--- src/rtl/seg_scan_ctrl.sv ---
// seg_scan_ctrl: time-multiplexed seven-segment scan controller.
// Scans NUM_DIGITS digits with per-digit dwell, frame-coherent input
// snapshots, per-digit blink, PWM brightness and a frame-boundary pulse.
module seg_scan_ctrl #(
    parameter int NUM_DIGITS   = 6,
    parameter int SCAN_DIV     = 8192,
    parameter int BRIGHT_W     = 3,
    parameter int BLINK_FRAMES = 128
) (
    input  logic                    clk,
    input  logic                    rst_n,
    input  logic                    i_enable,
    input  logic [7*NUM_DIGITS-1:0] i_digit_seg,
    input  logic [NUM_DIGITS-1:0]   i_dp,
    input  logic [NUM_DIGITS-1:0]   i_blink_en,
    input  logic [BRIGHT_W-1:0]     i_bright,
    output logic [6:0]              o_seg,
    output logic                    o_seg_dp,
    output logic [NUM_DIGITS-1:0]   o_seg_enb,
    output logic                    o_frame_tick
);

    localparam int DWELL_W = $clog2(SCAN_DIV);
    localparam int IDX_W   = $clog2(NUM_DIGITS);
    localparam int FRAME_W = $clog2(BLINK_FRAMES) + 1;
    localparam int PW      = DWELL_W + 1;
    localparam int SLICE   = SCAN_DIV >> BRIGHT_W;

    localparam logic [DWELL_W-1:0] DWELL_LAST = DWELL_W'(SCAN_DIV - 1);
    localparam logic [IDX_W-1:0]   IDX_LAST   = IDX_W'(NUM_DIGITS - 1);
    localparam logic [FRAME_W-1:0] FRAME_LAST = FRAME_W'(BLINK_FRAMES - 1);
    localparam logic [PW-1:0]      SLICE_PW   = PW'(SLICE);

    // scan state
    logic [DWELL_W-1:0] dwell_q, dwell_d;
    logic [IDX_W-1:0]   idx_q, idx_d;
    logic [FRAME_W-1:0] frame_q, frame_d;
    logic               blink_phase_q, blink_phase_d;
    logic               init_q, init_d;
    logic               en_prev_q, en_prev_d;
    logic [BRIGHT_W-1:0] bright_q, bright_d;

    // shadow (snapshot) registers
    logic [7*NUM_DIGITS-1:0] seg_sh_q, seg_sh_d;
    logic [NUM_DIGITS-1:0]   dp_sh_q, dp_sh_d;
    logic [NUM_DIGITS-1:0]   blink_sh_q, blink_sh_d;

    // registered outputs
    logic [6:0]            seg_out_q, seg_out_d;
    logic                  dp_out_q, dp_out_d;
    logic [NUM_DIGITS-1:0] enb_out_q, enb_out_d;
    logic                  tick_q, tick_d;

    logic frame_wrap;
    logic en_rise;
    logic snap_load;

    // Counter chain: dwell -> digit index -> frame -> blink phase; cleared while disabled
    always_comb begin
        dwell_d       = dwell_q;
        idx_d         = idx_q;
        frame_d       = frame_q;
        blink_phase_d = blink_phase_q;
        frame_wrap    = i_enable && (dwell_q == DWELL_LAST) && (idx_q == IDX_LAST);
        if (!i_enable) begin
            dwell_d       = '0;
            idx_d         = '0;
            frame_d       = '0;
            blink_phase_d = 1'b0;
        end else if (dwell_q == DWELL_LAST) begin
            dwell_d = '0;
            if (idx_q == IDX_LAST) begin
                idx_d = '0;
                if (frame_q == FRAME_LAST) begin
                    frame_d       = '0;
                    blink_phase_d = ~blink_phase_q;
                end else begin
                    frame_d = frame_q + FRAME_W'(1);
                end
            end else begin
                idx_d = idx_q + IDX_W'(1);
            end
        end else begin
            dwell_d = dwell_q + DWELL_W'(1);
        end
    end

    // Snapshot control: load after reset release, at frame wrap and on enable rising
    always_comb begin
        init_d     = 1'b1;
        en_prev_d  = i_enable;
        en_rise    = i_enable && !en_prev_q;
        snap_load  = !init_q || frame_wrap || en_rise;
        seg_sh_d   = snap_load ? i_digit_seg : seg_sh_q;
        dp_sh_d    = snap_load ? i_dp        : dp_sh_q;
        blink_sh_d = snap_load ? i_blink_en  : blink_sh_q;
        bright_d   = (dwell_q == '0) ? i_bright : bright_q;
    end

    // Output selection: pick active digit, apply PWM/blink/enable gating.
    // On a restart cycle (reset release or enable rising) the inputs are
    // used directly so the very first lit cycle already shows fresh data.
    always_comb begin
        logic                    bypass;
        logic [7*NUM_DIGITS-1:0] disp_seg;
        logic [NUM_DIGITS-1:0]   disp_dp;
        logic [NUM_DIGITS-1:0]   disp_blink;
        logic [6:0]              cur_seg;
        logic                    cur_dp;
        logic                    cur_blink;
        logic [PW-1:0]           thr;
        logic                    pwm_on;
        logic                    lit;

        bypass     = !init_q || en_rise;
        disp_seg   = bypass ? i_digit_seg : seg_sh_q;
        disp_dp    = bypass ? i_dp        : dp_sh_q;
        disp_blink = bypass ? i_blink_en  : blink_sh_q;

        cur_seg   = '0;
        cur_dp    = 1'b0;
        cur_blink = 1'b0;
        for (int k = 0; k < NUM_DIGITS; k++) begin
            if (idx_q == IDX_W'(k)) begin
                cur_seg   = disp_seg[7*k +: 7];
                cur_dp    = disp_dp[k];
                cur_blink = disp_blink[k];
            end
        end

        // Compare one bit wider than dwell so all-ones brightness reaches SCAN_DIV.
        thr    = (PW'(bright_q) + PW'(1)) * SLICE_PW;
        pwm_on = ({1'b0, dwell_q} < thr);
        lit    = i_enable && pwm_on && !(cur_blink && blink_phase_q);

        enb_out_d = '1;
        seg_out_d = '0;
        dp_out_d  = 1'b0;
        if (lit) begin
            seg_out_d = cur_seg;
            dp_out_d  = cur_dp;
            for (int k = 0; k < NUM_DIGITS; k++) begin
                if (idx_q == IDX_W'(k)) begin
                    enb_out_d[k] = 1'b0;
                end
            end
        end
        tick_d = frame_wrap;
    end

    // State, shadow and output registers with asynchronous active-low reset
    always_ff @(posedge clk or negedge rst_n) begin
        if (!rst_n) begin
            dwell_q       <= '0;
            idx_q         <= '0;
            frame_q       <= '0;
            blink_phase_q <= 1'b0;
            init_q        <= 1'b0;
            en_prev_q     <= 1'b0;
            bright_q      <= '0;
            seg_sh_q      <= '0;
            dp_sh_q       <= '0;
            blink_sh_q    <= '0;
            seg_out_q     <= '0;
            dp_out_q      <= 1'b0;
            enb_out_q     <= '1;
            tick_q        <= 1'b0;
        end else begin
            dwell_q       <= dwell_d;
            idx_q         <= idx_d;
            frame_q       <= frame_d;
            blink_phase_q <= blink_phase_d;
            init_q        <= init_d;
            en_prev_q     <= en_prev_d;
            bright_q      <= bright_d;
            seg_sh_q      <= seg_sh_d;
            dp_sh_q       <= dp_sh_d;
            blink_sh_q    <= blink_sh_d;
            seg_out_q     <= seg_out_d;
            dp_out_q      <= dp_out_d;
            enb_out_q     <= enb_out_d;
            tick_q        <= tick_d;
        end
    end

    assign o_seg        = seg_out_q;
    assign o_seg_dp     = dp_out_q;
    assign o_seg_enb    = enb_out_q;
    assign o_frame_tick = tick_q;

endmodule

--- config.mk ---
export PLATFORM = sky130hd
export DESIGN_NAME = seg_scan_ctrl
export DESIGN_NICKNAME = d
export VERILOG_FILES = /design/src/rtl/seg_scan_ctrl.sv
export SDC_FILE = /design/constraint.sdc
export NUM_CORES = 1
export LEC_CHECK = 0
export BUFFER_PORTS_ARGS = -buffer_cell sky130_fd_sc_hd__buf_2
export CAP_MARGIN = 10
export CORE_MARGIN = 2
export CORE_UTILIZATION = 45
export CTS_BUF_LIST = sky130_fd_sc_hd__clkbuf_4 sky130_fd_sc_hd__clkbuf_8
export CTS_CLUSTER_DIAMETER = 120
export DETAILED_ROUTE_END_ITERATION = 10
export PLACE_DENSITY = 0.64
export SYNTH_ARGS = -nofsm -noshare
export SYNTH_HDL_FRONTEND = slang
export SYNTH_SLANG_ARGS = --single-unit
export TNS_END_PERCENT = 100
--- constraint.sdc ---
create_clock -name clk -period 4.65 [get_ports clk]
set_input_delay 0.6975 -clock clk [delete_from_list [all_inputs] [get_ports clk]]
set_output_delay 0.6975 -clock clk [all_outputs]
set_load 0.005 [all_outputs]
Word-level counts from Yosys, hierarchy flattened
Cells that the tools add are included.
- equality and inequality tests: 10
- reductions and logical operators: 16
- $lt $le $gt $ge: 1
- bitwise gates (word level): 1
- add/sub/neg operators: 4
- multiplexer cells: 43
- operators with widths (kind ; count):
    $mux 7 ; 7
    $mux 42 ; 1
    $mux 8 ; 4
    $mux 13 ; 2
    $mux 1 ; 23
    $mux 6 ; 3
    $lt 13x14->1 ; 1
    $add 13x1->13 const B ; 1
    $eq 13x13->1 const B ; 1
    $logic_not 13->1 ; 1
    $mux 3 ; 3
    $add 8x1->8 const B ; 1
    $eq 8x7->1 const B ; 1
    $eq 3x2->1 const B ; 2
    $eq 3x3->1 const B ; 2
    $logic_and 1x1->1 ; 6
    $ne 2x1->1 const B ; 3
    $add 3x1->4 const B ; 1
    $add 3x1->3 const B ; 1
    $eq 3x1->1 const B ; 1
    $logic_not 1->1 ; 3
    $logic_not 3->1 ; 1
    $logic_or 1x1->1 ; 3
    $reduce_and 3->1 ; 1
    2 further kinds ; 2
- input port bits: 60
- output and inout port bits: 15
- register bits after elaboration: 99
- word-level logic and storage cells: 89

Longest topological paths before layout
Gate-level depths: netlist of run 1.
- depth in word-level cells: 14
- depth in mapped cells: 9
- depth with buffers taken out: 9

Worst setup path after synthesis of run 1
Ideal clock, no wire load.
- kind: register -> register
- from: register bright_q[0]
- to: register enb_out_q[1] (netlist: o_seg_enb[1])
- clock period less this slack: 2.105 ns
- setup time: 0.088 ns
- cell stages (with the launch flop): 10
- path buffers: 0
- slack: 2.545 ns
- data required time: 4.562 ns
- arrival: 2.017 ns
- cell sequence: dfrtp_1 ha_1 inv_1 ha_1 o21a_1 o21a_1 o31ai_1 o211a_1 nand2_2 or3_1
- cells in the longest elaborated chain, start to end: 5
- RTL lines (item ; RTL line ; source):
    start: declaration ; 41 ; logic [BRIGHT_W-1:0] bright_q, bright_d;
    start signal: assignment ; 175 ; bright_q <= bright_d;
    $add 3x1->4 ; 132 ; thr = (PW'(bright_q) + PW'(1)) * SLICE_PW;
    $lt 13x14->1 ; 133 ; pwm_on = ({1'b0, dwell_q} < thr);
    $logic_and 1x1->1 (2 in a row) ; 134 ; lit = i_enable && pwm_on && !(cur_blink && blink_phase_q);
    $mux 6 ; 139 ; if (lit) begin
    via enb_out_d[1] ; 51 ; logic [NUM_DIGITS-1:0] enb_out_q, enb_out_d;
    end signal: assignment ; 181 ; enb_out_q <= enb_out_d;
    end: declaration ; 51 ;
The timed path passes the listed nets, and every way through them passes these cells.
A chain may end at the register's enable or synchronous reset.

Worst setup path after layout of run 1
- from: register idx_q[1]
- to: register blink_sh_q[3]
- cells in the longest elaborated chain, start to end: 4
- RTL lines (item ; RTL line ; source):
    start: declaration ; 36 ; logic [IDX_W-1:0] idx_q, idx_d;
    start signal: assignment ; 170 ; idx_q <= idx_d;
    $eq 3x3->1 ; 64 ; frame_wrap = i_enable && (dwell_q == DWELL_LAST) && (idx_q == IDX_LAST);
    $logic_and 1x1->1 ; 64 ;
    via frame_wrap ; 54 ; logic frame_wrap;
    $logic_or 1x1->1 (2 in a row) ; 93 ; snap_load = !init_q || frame_wrap || en_rise;
    end signal: assignment ; 178 ; blink_sh_q <= blink_sh_d;
    end: declaration ; 46 ; logic [NUM_DIGITS-1:0] blink_sh_q, blink_sh_d;
The timed path passes the listed nets, and every way through them passes these cells.

==> results of run 1 <==
## stage by stage
| step | utilization | std cells | worst slack (ps) | area, um2 |
|---|---|---|---|---|
| global route | 0.518 | 681 | 1550 | 5910 |
| CTS | 0.518 | 681 | 1680 | 5910 |
| global placement | 0.499 | 665 | 1660 | 5700 |
| floorplan | - | 465 | 2550 | 5260 |
| detailed placement | 0.499 | 665 | 1610 | 5700 |
| finish | 0.518 | 681 | 1710 | 5910 |
## per-layer routing
metal / GRT usage / vias to the layer above / part of all wire / wire, um
met1: 0.257 / 1837 / 0.46 / 5260
met4: 0.0569 / 0 / 0.019 / 218
met3: 0.0518 / 13 / 0.046 / 529
li1: - / 1784 / - / -
met5: 0 / - / 0 / 0
met2: 0.300 / 83 / 0.48 / 5520
## flip-flops by register name, indices dropped and copies added, names as in the netlist, 6 cells and up
| name | flops |
|---|---|
| seg_sh_q | 42 |
| frame_q | 8 |
| blink_sh_q | 6 |
| dwell_q | 13 |
| o_seg_enb | 6 |
| o_seg | 7 |
| dp_sh_q | 6 |
## layout make-up
type                       instances  area (um2)  share of cell area
multi-input combinational        338        2590               0.438
sequential                        99        2480               0.420
timing repair buffer              78         415              0.0702
tap                              143         179              0.0303
clock buffer                       9         124              0.0209
clock inverter                     7        92.6              0.0157
inverter                           7        26.3             0.00444
## worst reg2reg max path: stages, from the launching register on
cell     delay (ps)
dfrtp_1         560
and2b_1         250
and2_1          320
and3_1          320
and2_4          220
nor2_8          480
buf_12          310
mux2_2          360
## power by group
part | switching (W) | leakage (nW) | internal (W)
Clock | 0.000302 | 0.101 | 0.000301
Combinational | 0.000135 | 1.47 | 0.000156
Sequential | 0.0000401 | 1.22 | 0.000929
Total | 0.000478 | 2.79 | 0.00139
## cell families (layout without fill, tap and decap cells)
kind of cell,Yosys count,after routing,share of synthesized area
and+or+nand+nor,147,147,0.138
DFF,99,99,0.473
muxes,86,86,0.214
AOI/OAI and AO/OA,80,80,0.0950
buffers and inverters,28,101,0.0345
xor gates and xnor gates,17,17,0.0283
adders and majority gates,7,7,0.0167
other,1,1,0.000713
## final timing paths
kind | startpoint | end | slack (ps)
worst min register to register | dwell_q[0] | dwell_q[0] | 500
max in group asynchronous | rst_n | o_seg_enb[0] | 3230
min in group clk | dwell_q[0] | dwell_q[0] | 500
worst min-delay path | rst_n | seg_sh_q[5] | 400
worst max register to register | idx_q[1] | blink_sh_q[3] | 1710
worst max-delay path | idx_q[1] | blink_sh_q[3] | 1710
## layout by cell type, fill, tap and decap left out, types with 6 or more instances in the layout
cell type | Yosys | layout
xor2_1 | 10 | 10
a21oi_1 | 28 | 28
dfstp_2 | 6 | 6
mux2_2 | 8 | 8
mux2i_1 | 27 | 27
dfrtp_1 | 93 | 93
a22oi_1 | 7 | 7
xnor2_1 | 7 | 7
a31oi_1 | 8 | 8
inv_1 | 7 | 7
ha_1 | 7 | 7
mux2_4 | 51 | 51
o21ai_0 | 15 | 15
buf_2 | 7 | 73
and3_1 | 7 | 7
nand2_1 | 61 | 61
nand3_1 | 16 | 16
a211oi_1 | 8 | 8
nand4_1 | 8 | 8
clkbuf_8 | 0 | 9
nor2_1 | 25 | 25
==> flow_results.org, run 1 <==
** STA
- Largest clock skew in the final design :: 12.8 ps
- Across all hold checks on the routed design, the worst slack comes to 397 ps.
- The routed design could run at a clock period as short as 2940 ps.
- Dividing the final minimum period by the clock period gives 0.632.
- Derived from the worst setup path, the maximum achievable clock frequency is 341 MHz.
- Setup repair after global routing left no endpoint under its margin.
- Number of failing setup endpoints in the final timing report :: 0
- Final slew viol count :: 0
- For the final routed database, the setup TNS stands at 0 ps.
- Pin slew with the least headroom to its limit :: 773 ps
- Final hold vios :: 0
- Measured against its own limit, the worst slew margin works out to 0.485.

** Yosys
- Most used flip-flop cell after synthesis :: dfrtp_1
- Post-Synthesis Net Count :: 532
- Count of distinct cell types in the synthesized netlist :: 53
- The share of synthesized area in the top cell type comes to 0.443.
- After technology mapping, the gate count stands at 465.
- Count of flip-flops with a built-in enable after synthesis :: 0
- By area the synthesized netlist is led by dfrtp_1 (44%), mux2_4 (15%), mux2i_1 (5.1%).
- In this run the cell area of the synthesized design comes to 5260 um2.
- For this run, asynchronously set or reset flops after synthesis account for 1.00.
- A synthesized cell averages 11.3 um2.
- For this run, the register share of the synthesized area comes to 0.473.
- Most common cell in the synthesized netlist :: dfrtp_1
- Leading cell types by count after synthesis :: dfrtp_1 (93), nand2_1 (61), mux2_4 (51)
- Count of state elements after synthesis :: 99
- Count of warnings emitted by yosys :: 0
- Cell type with the largest total area after synthesis :: dfrtp_1

** Critical path
- Maximum net fanout on the critical path :: 28
- The worst register-to-register path has a depth of 7.
- STA puts the critical path data required time at 4920 ps.
- Data arrival time of the critical path :: 3210 ps
- Type of destination of the critical path :: flip-flop
- Among all stages on the critical path, the largest delay is contributed by dfrtp_1.
- The setup path with the least slack is of type flip-flop to flip-flop.
- In this design, the stage delay of the slowest critical-path cell is 560 ps.
- Count of buffering cells on the critical path with inverters included :: 1
- Grouping stages by cell kind, the critical path spends the most delay in simple AND/OR/NAND/NOR gates.
- The critical path runs through a total of 7 cells.
- Critical Path, Cell by Cell :: and2b_1 -> and2_1 -> and3_1 -> and2_4 -> nor2_8 -> buf_12 -> mux2_2
- STA classifies the critical path startpoint as a flip-flop.

** Floorplanning
- Core outline area :: 11,400 um2
- Starting density of the core :: 0.460
- Width of the die :: 112 um
- 75 I/O pins were placed.
- Number of standard-cell rows in the floorplan :: 39
- Die footprint :: 12,600 um2
- The floorplan step set the die height to 112 um.

** Clock tree
- Number of CTS-inserted buffers :: 9
- In this run the clock root is driven by a clkbuf_8.
- TritonCTS built the clock tree.
- Clock latency on the worst-skew pair, taken at its later pin, is 380 ps.
- In this run, post-CTS hold repair placed 0 buffers.
- Buffers added to address setup during post-CTS repair amount to 0.
- Deepest clock path buffer count :: 2
- Once the clock tree was built, the resizer swapped 0 gates to a different size.
- Total number of clock tree sinks :: 99
- Clock-pin slew on the worst setup and hold paths :: 100 ps
- Depth of the CTS H-tree :: 3

** Placement
- Detailed placement finished with a half-perimeter wire length of 8220 um.
- Port-buffer cells :: 74
- The congestion estimate from routability-driven global placement came to 0.855.

** Run status
- Result of the run :: completed

** GRT
- For this run, the total global-route usage over all layers was measured as 0.190.
- Pin count of the biggest net entering global routing :: 62
- Antenna violations before repair :: 0
- Final global-route overflow total :: 0
- The first global-routing pass estimated 18,900 um of wire.
- Vias in the first global route :: 3,741

** Layout
- After filler insertion, the fill cell instance count of the layout stands at 1,040.
- From synthesis to final layout, the design area changed by 12.5%.
- The repair_antennas step left the layout with diodes totalling 0.
- Number of nets at the end of the flow :: 600
- In the final layout, the share of cells above drive strength 1 is 0.314.

** Route
- Average wire per standard cell :: 16.9 um
- Number of design-rule violations left by the first detailed-router iteration :: 200
- Drt pass-1 iters :: 5
- The detailed router placed 3,717 vias in this run.
- Post-route DRC :: 0
- Wirelength, routed :: 11,500 um
- In the routed layout, each cell is associated on average with a via count of 5.46.
- Post-route ant nets :: 0

** Power and ir drop
- Total power after layout :: 0.00186 W
- Maximum VDD drop :: 285 uV
- Static power due to leakage :: 2.79 nW
- Pwr per Cell Area :: 315 nW/um2

** Flow run
- Maxcap violations :: 0

** Worst hold path
- The worst hold path belongs to the class input port to async pin.
Note: power is estimated with default switching activity, not from simulation.
==> run 2, diff against run 1 <==
--- a/config.mk
+++ b/config.mk
@@ -12,7 +12,7 @@
 export CTS_BUF_LIST = sky130_fd_sc_hd__clkbuf_4 sky130_fd_sc_hd__clkbuf_8
 export CTS_CLUSTER_DIAMETER = 120
 export DETAILED_ROUTE_END_ITERATION = 10
-export PLACE_DENSITY = 0.64
+export PLACE_DENSITY = 0.67
 export SYNTH_ARGS = -nofsm -noshare
 export SYNTH_HDL_FRONTEND = slang
 export SYNTH_SLANG_ARGS = --single-unit
==> constraint.sdc (replaced) <==
create_clock -name clk -period 2.6 [get_ports clk]
set_input_delay 0.39 -clock clk [delete_from_list [all_inputs] [get_ports clk]]
set_output_delay 0.39 -clock clk [all_outputs]
set_load 0.005 [all_outputs]
==> run 2 against run 1 <==
  * Non-clock buffer count increased by 13
  * Via count is 1.4% higher
  * Utilization rose by 0.71 points
  * Sequential power rose by 78%
  * Combinational power is 84% higher
  * Hold slack worse by 360 ps
  * Cell count up 1.9%
  * Clock power increased by 60%
  * Die area did not move
  * Count of clock-buffer cells in the layout increased by 2
  * Critical endpoint is now o_seg_enb[1]
==> flow_results.org, run 2 (synthesis gave the netlist of run 1 again) <==
** Run status
- Result of the run :: completed (unchanged)

** Clock tree
- Total number of clock tree sinks :: 99 (unchanged)
- The clock insertion delay at the later pin of the skew report came to 390 ps (was 380 ps).
- Number of hold buffers added after cts :: 0 (unchanged)
- The clock slew seen by the registers of the worst setup and hold paths came to 100 ps (about the same).
- The buffer type at the clock tree root is clkbuf_8 (unchanged).
- The clock tree from TritonCTS is done (unchanged).
- The number of setup buffers added after CTS is 0 (unchanged).
- The maximum buffer depth of the clock tree was 2 (unchanged).
- The quantity of gates resized following cts came to 0 (unchanged).
- Depth of the CTS H-tree :: 3 (unchanged)
- The total CTS buffers came to 9 (unchanged).

** Route
- The first-pass iteration count of the detailed router is 4 (was 5).
- Number of vias per cell after detailed routing :: 5.43 (was 5.46)
- The post-detailed-routing wire length is 11,900 um (was 11,500 um).
- The via total after detailed routing was 3,770 (was 3,717).
- The first-iteration detailed-routing DRC count is 258 (was 200).
- Post-route DRC :: 0 (unchanged)
- Post-route ant nets :: 0 (unchanged)
- The routed wire length per instance is 17.2 um (was 16.9 um).

** GRT
- Pin count of the biggest net entering global routing :: 54 (was 62)
- The via count of the first global-routing pass is 3,897 (was 3,741).
- Final global-route overflow total :: 0 (unchanged)
- The overall global routing resource usage was 0.199 (was 0.190).
- First-pass GRT wire length :: 19,900 um (was 18,900 um)
- The initial antenna violation count came to 0 (unchanged).

** Floorplanning
- Starting density of the core :: 0.460 (unchanged)
- The core outline area is 11,400 um2 (unchanged).
- The number of rows created at floorplan is 39 (unchanged).
- Width of the die :: 112 um (unchanged)
- Die footprint :: 12,600 um2 (unchanged)
- The vertical die dimension is 112 um (unchanged).
- Boundary Pins :: 75 (unchanged)

** STA
- Crit share post-route :: 0.921 (was 0.632)
- The post-route setup TNS is 0 ps (unchanged).
- The maximum clock skew at final layout came to 12.0 ps (was 12.8 ps).
- The minimum period implied by the final worst setup slack came to 2390 ps (was 2940 ps).
- The count of final max-slew check failures is 0 (unchanged).
- The timing-limited maximum frequency was 418 MHz (was 341 MHz).
- The headroom to the max-slew limit came to 0.540 (was 0.485).
- Setup repair after global routing missed its margin :: false (unchanged)
- The total setup violations reported at the end of the flow came to 0 (unchanged).
- The measured slew at the worst slew-check pin was 691 ps (was 773 ps).
- Final hold vios :: 0 (unchanged)
- Worst hold-check slack :: 32.6 ps (was 397 ps)

** Layout
- The number of antenna diodes is 0 (unchanged).
- Largest register by flop count :: seg_sh_q (unchanged)
- Commonest cells after routing, fill and taps aside: dfrtp_1 (93), buf_2 (73), nand2_1 (61) (unchanged).
- The flip-flop count of the largest register, all copies and words added was 42 (unchanged).
- Utilization of the core after routing :: 0.525 (was 0.518)
- Synth-to-layout area growth :: 14.0% (was 12.5%)
- Most common cell after layout, fill and taps aside :: dfrtp_1 (unchanged)
- Storage cell area :: 2480 um2 (unchanged)
- Number of fill cells in the layout :: 1,045 (was 1,040)
- Number of nets at the end of the flow :: 613 (was 600)
- Largest registers ranked by flip-flop count :: seg_sh_q: 42 flops, dwell_q: 13 flops, frame_q: 8 flops (unchanged)
- The proportion of layout cells with a drive suffix above 1 is 0.330 (was 0.314).
- The multi-input combinational cell area is 2590 um2 (unchanged).

** Critical path
- The largest driver fanout on the critical path came to 10 (was 28).
- The capturing element type of the critical path is a flip-flop (unchanged).
- The highest-delay cell along the critical path is dfrtp_1 (unchanged).
- The worst endpoint data arrival time was 2710 ps (was 3210 ps).
- Startpoint type of the worst setup path :: flip-flop (unchanged)
- The count of buffer and inverter cells on the critical path came to 1 (unchanged).
- The worst setup path category is flip-flop to flip-flop (unchanged).
- Critical Path, Cell by Cell: ha_1 -> inv_1 -> ha_1 -> o21a_1 -> o21a_1 -> o31ai_1 -> o211a_1 -> nand2_2 -> or3_1 (was and2b_1 -> and2_1 -> and3_1 -> and2_4 -> nor2_8 -> buf_12 -> mux2_2).
- Top cell family by delay on the critical path :: compound AO/OA/AOI/OAI gates (was simple AND/OR/NAND/NOR gates)
- Maximum single-stage delay on the critical path :: 420 ps (was 560 ps)
- Required time at the worst-slack endpoint :: 2920 ps (was 4920 ps)

** Power and ir drop
- The share of power burned in the clock network is 0.299 (was 0.323).
- Int Pwr :: 0.00235 W (was 0.00139 W)
- Flop pwr share :: 0.536 (was 0.520)
- Net switching fraction of the power :: 0.272 (was 0.256)
- The total power was 0.00323 W (was 0.00186 W).
- The fraction of power consumed by combinational cells is 0.166 (was 0.156).
- Switching power :: 0.000879 W (was 0.000478 W)
- The maximum VDD drop was 445 uV (was 285 uV).
- Static power due to leakage :: 2.85 nW (was 2.79 nW)
- Pwr per Cell Area :: 539 nW/um2 (was 315 nW/um2)

** Placement
- The final weighted congestion in routability-driven placement came to 0.818 (was 0.855).
- The final HPWL from detailed placement is 8530 um (was 8220 um).
- The count of input and output buffers was 74 (unchanged).

** Worst hold path
- The type of the tightest min-delay check is input port to async pin (unchanged).

** Flow run
- The number of maximum-capacitance violations is 0 (unchanged).
## run 2: changes by cell type in the layout (fill, tap and decap cells not counted), sizes merged
| cell | change |
|---|---|
| clkinvlp | -3 |
| clkinv | +2 |
| buf | +13 |
| inv | +1 |
| clkbuf | +2 |
| bufinv | -2 |
## run 2: metal layers
metal / vias up / wire [um] / GRT usage
met5: - / 0 / 0
met4: 0 / 139 / 0.0593
met3: 14 / 451 / 0.0443
met2: 76 / 5830 / 0.324
met1: 1870 / 5510 / 0.267
li1: 1810 / - / -
## run 2: final cells by class
type	instances	area share
clock inverter	5	0.00605
multi-input combinational	338	0.432
timing repair buffer	91	0.0877
sequential	99	0.415
tap	143	0.0298
clock buffer	11	0.0253
inverter	7	0.00438
## run 2: metrics by stage
stage	std cells	worst slack [ps]	area, um2
finish	694	206	5990
global route	694	78.1	5990
CTS	694	195	5990
detailed placement	678	214	5810
global placement	678	279	5810
floorplan	465	495	5260
## run 2: final timing paths
check	depth (start not counted)	start	slack (ps)	end
worst max register to register	9	bright_q[0]	210	o_seg_enb[1]
worst min register to register	1	dwell_q[0]	490	dwell_q[0]
worst min-delay path	1	rst_n	30	seg_sh_q[16]
min in group clk	1	i_enable	230	en_prev_q
max in group asynchronous	2	rst_n	1770	o_seg_enb[0]
worst max-delay path	9	bright_q[0]	210	o_seg_enb[1]
## run 2: power by group through the flow
| stage | registers, W | clock network, W | logic, W |
|---|---|---|---|
| after floorplan | 0.00174 | 0 | 0.000362 |
| after global placement | 0.00175 | 0 | 0.000527 |
| after detailed placement | 0.00176 | 0 | 0.000540 |
| after CTS | 0.00173 | 0.00100 | 0.000543 |
| after global routing | 0.00175 | 0.00105 | 0.000591 |
| final | 0.00173 | 0.000966 | 0.000535 |
==> run 3, diff against run 2 <==
--- a/config.mk
+++ b/config.mk
@@ -7,12 +7,14 @@
 export LEC_CHECK = 0
 export BUFFER_PORTS_ARGS = -buffer_cell sky130_fd_sc_hd__buf_2
 export CAP_MARGIN = 10
+export CELL_PAD_IN_SITES_DETAIL_PLACEMENT = 0
+export CELL_PAD_IN_SITES_GLOBAL_PLACEMENT = 1
 export CORE_MARGIN = 2
-export CORE_UTILIZATION = 45
+export CORE_UTILIZATION = 43
 export CTS_BUF_LIST = sky130_fd_sc_hd__clkbuf_4 sky130_fd_sc_hd__clkbuf_8
 export CTS_CLUSTER_DIAMETER = 120
 export DETAILED_ROUTE_END_ITERATION = 10
-export PLACE_DENSITY = 0.67
+export PLACE_DENSITY = 0.78
 export SYNTH_ARGS = -nofsm -noshare
 export SYNTH_HDL_FRONTEND = slang
 export SYNTH_SLANG_ARGS = --single-unit
==> run 3 against run 2 <==
  * Global-route usage down 0.34 points
  * Wire length rose by 0.96%
  * Fmax increased by 0.40%
  * Clock skew grew 3.3 ps
  * Sequential power about the same
  * Total power rose by 3.1%
  * Die area rose by 4.5%
  * Register-to-register slack about the same
  * Largest power group unchanged
  * Clock power up 9.7%
  * Cell count up 0.58%
  * Critical endpoint unchanged
  * Cell area up 0.92%
  * Largest cell class unchanged
==> flow_results.org, run 3 (synthesis gave the netlist of run 1 again) <==
** Placement
- The instance count after placement with tap cells included came to 681 (was 678).
- Placed standard-cell area :: 5830 um2 (was 5810 um2)
- Port-buffer cells :: 74 (unchanged)
- Final HPWL from detailed placement :: 8530 um (about the same)
- Final weighted congestion in routability-driven placement :: 0.805 (was 0.818)

** Layout
- Number of nets at the end of the flow :: 613 (unchanged)
- Synth-to-layout area growth :: 15.1% (was 14.0%)
- Most common cell after layout, fill and taps aside :: dfrtp_1 (unchanged)
- Final standard cell count with taps included and fillers excluded :: 698 (was 694)
- Largest registers ranked by flip-flop count: seg_sh_q: 42 flops, dwell_q: 13 flops, frame_q: 8 flops (unchanged).
- Utilization of the core after routing :: 0.506 (was 0.525)
- The final instance area came to 6050 um2 (was 5990 um2).
- The largest register by flop count was seg_sh_q (unchanged).
- The proportion of layout cells with a drive suffix above 1 was 0.328 (was 0.330).
- Commonest cells after routing, fill and taps aside: dfrtp_1 (93), buf_2 (73), nand2_1 (61) (unchanged).
- The number of antenna diodes was 0 (unchanged).
- The flip-flop count of the largest register, all copies and words added came to 42 (unchanged).

** STA
- Final hold vios :: 0 (unchanged)
- Crit share post-route :: 0.917 (was 0.921)
- Largest clock skew in the final design :: 15.3 ps (was 12.0 ps)
- The measured slew at the worst slew-check pin came to 557 ps (was 691 ps).
- The count of final max-slew check failures came to 0 (unchanged).
- The total setup violations reported at the end of the flow is 0 (unchanged).
- Final sum of negative setup slack :: 0 ps (unchanged)
- The headroom to the max-slew limit was 0.626 (was 0.540).
- The timing-limited maximum frequency came to 419 MHz (was 418 MHz).
- Final Critical Period :: 2380 ps (was 2390 ps)
- Setup repair after global routing missed its margin :: false (unchanged)

** Critical path
- The worst reg-to-reg setup slack was 220 ps (was 210 ps).
- Startpoint type of the worst setup path :: flip-flop (unchanged)
- The largest driver fanout on the critical path came to 10 (unchanged).
- Data arrival time of the critical path :: 2710 ps (about the same)
- Required time at the worst-slack endpoint :: 2920 ps (about the same)
- Type of the worst setup path :: flip-flop to flip-flop (unchanged)
- Type of destination of the critical path :: flip-flop (unchanged)

** Route
- The mean number of vias per cell was 5.39 (was 5.43).
- Post-route ant nets :: 0 (unchanged)
- The first-pass iteration count of the detailed router was 4 (unchanged).
- Number of design-rule violations left by the first detailed-router iteration :: 194 (was 258)
- The number of remaining DRC errors was 0 (unchanged).
- The post-detailed-routing wire length is 12,000 um (was 11,900 um).
- Average wire per standard cell :: 17.3 um (was 17.2 um)
- Via count :: 3,765 (was 3,770)

** Power and ir drop
- Static power due to leakage :: 2.87 nW (was 2.85 nW)
- The power per standard cell area was 551 nW/um2 (was 539 nW/um2).
- The maximum VDD drop is 389 uV (was 445 uV).

** Clock tree
- Cts repair resizes :: 0 (unchanged)
- The hold buffer count at CTS came to 1 (was 0).
- Deepest clock path buffer count :: 2 (unchanged)
- CTS tree :: done (unchanged)
- Clock-pin slew on the worst setup and hold paths :: 100 ps (about the same)
- Worst skew pair latency :: 390 ps (about the same)
- Total number of clock tree sinks :: 99 (unchanged)
- The total CTS buffers came to 9 (unchanged).
- The deepest level of the CTS H-tree was 3 (unchanged).
- The buffer type at the clock tree root is clkbuf_8 (unchanged).
- The number of setup buffers added after CTS was 0 (unchanged).

** Floorplanning
- The number of rows created at floorplan is 40 (was 39).
- Core outline area :: 12,000 um2 (was 11,400 um2)
- Width of the die :: 115 um (was 112 um)
- Starting density of the core :: 0.440 (was 0.460)
- The die outline area is 13,100 um2 (was 12,600 um2).
- Boundary Pins :: 75 (unchanged)
- The vertical die dimension was 115 um (was 112 um).

** GRT
- First-pass GRT wire length :: 19,900 um (about the same)
- Final global-route overflow total :: 0 (unchanged)
- The overall global routing resource usage was 0.195 (was 0.199).
- Pin count of the biggest net entering global routing :: 40 (was 54)
- The initial antenna violation count is 0 (unchanged).
- The via count of the first global-routing pass came to 3,909 (was 3,897).

** Worst hold path
- Type of the worst min-delay path :: input port to flip-flop (was input port to async pin)

** Flow run
- The number of maximum-capacitance violations came to 0 (unchanged).

** Run status
- Result of the run :: completed (unchanged)
==> run 3: cell count changes in the layout (fill, tap and decap cells not counted), sizes merged <==
cell         previous run  this run
clkbuf                 11        10
bufinv                  0         1
dlygate4sd3             0         1
buf                    91        90
inv                     8         9
clkinv                  4         3
==> run 3: final cells by class <==
type / count / area [um2]
multi-input cells: 338 / 2590
fillers: 1124 / 5910
inverters: 7 / 26.3
flip-flops and latches: 99 / 2480
clock inverters: 6 / 72.6
clock buffers: 10 / 138
well taps: 147 / 184
repair buffers: 91 / 553
==> run 3: power by group <==
group | internal, W | switching, W
clock network | 0.000483 | 0.000577
logic | 0.000292 | 0.000248
registers | 0.00166 | 0.0000701
total | 0.00244 | 0.000895
==> run 3: routing by layer <==
metal  track usage  up-vias  part of all wire
met5             0        -                 0
met4        0.0626        0             0.019
met3        0.0524       15             0.049
met2         0.319       83              0.49
met1         0.253     1853              0.45
li1              -     1814                 -
==> run 3: worst max-delay path: stages, from the launching register on <==
cell     delay (ps)
dfrtp_1         420
ha_1            290
inv_1            40
ha_1            260
o21a_1          100
o21a_1          160
o31ai_1         290
o211a_1         260
nand2_2         140
or3_1           370
==> run 3: path summary, 6_finish.rpt <==
| kind | startpoint | to | cells past startpoint |
|---|---|---|---|
| max | bright_q[0] | o_seg_enb[1] | 9 |
| min | i_enable | en_prev_q | 1 |
| max reg2reg | bright_q[0] | o_seg_enb[1] | 9 |
| min reg2reg | dwell_q[0] | dwell_q[0] | 1 |
| max in group asynchronous | rst_n | o_seg_enb[4] | 3 |
| min in group asynchronous | rst_n | seg_sh_q[17] | 2 |
==> run 3: stage by stage <==
step | hold slack [ps] | setup WS (ps) | total power, W
floorplan | 94.4 | 495 | 0.00211
global placement | 343 | 275 | 0.00229
detailed placement | 346 | 253 | 0.00230
CTS | 200 | 236 | 0.00338
global route | 203 | 93.2 | 0.00350
finish | 215 | 215 | 0.00333
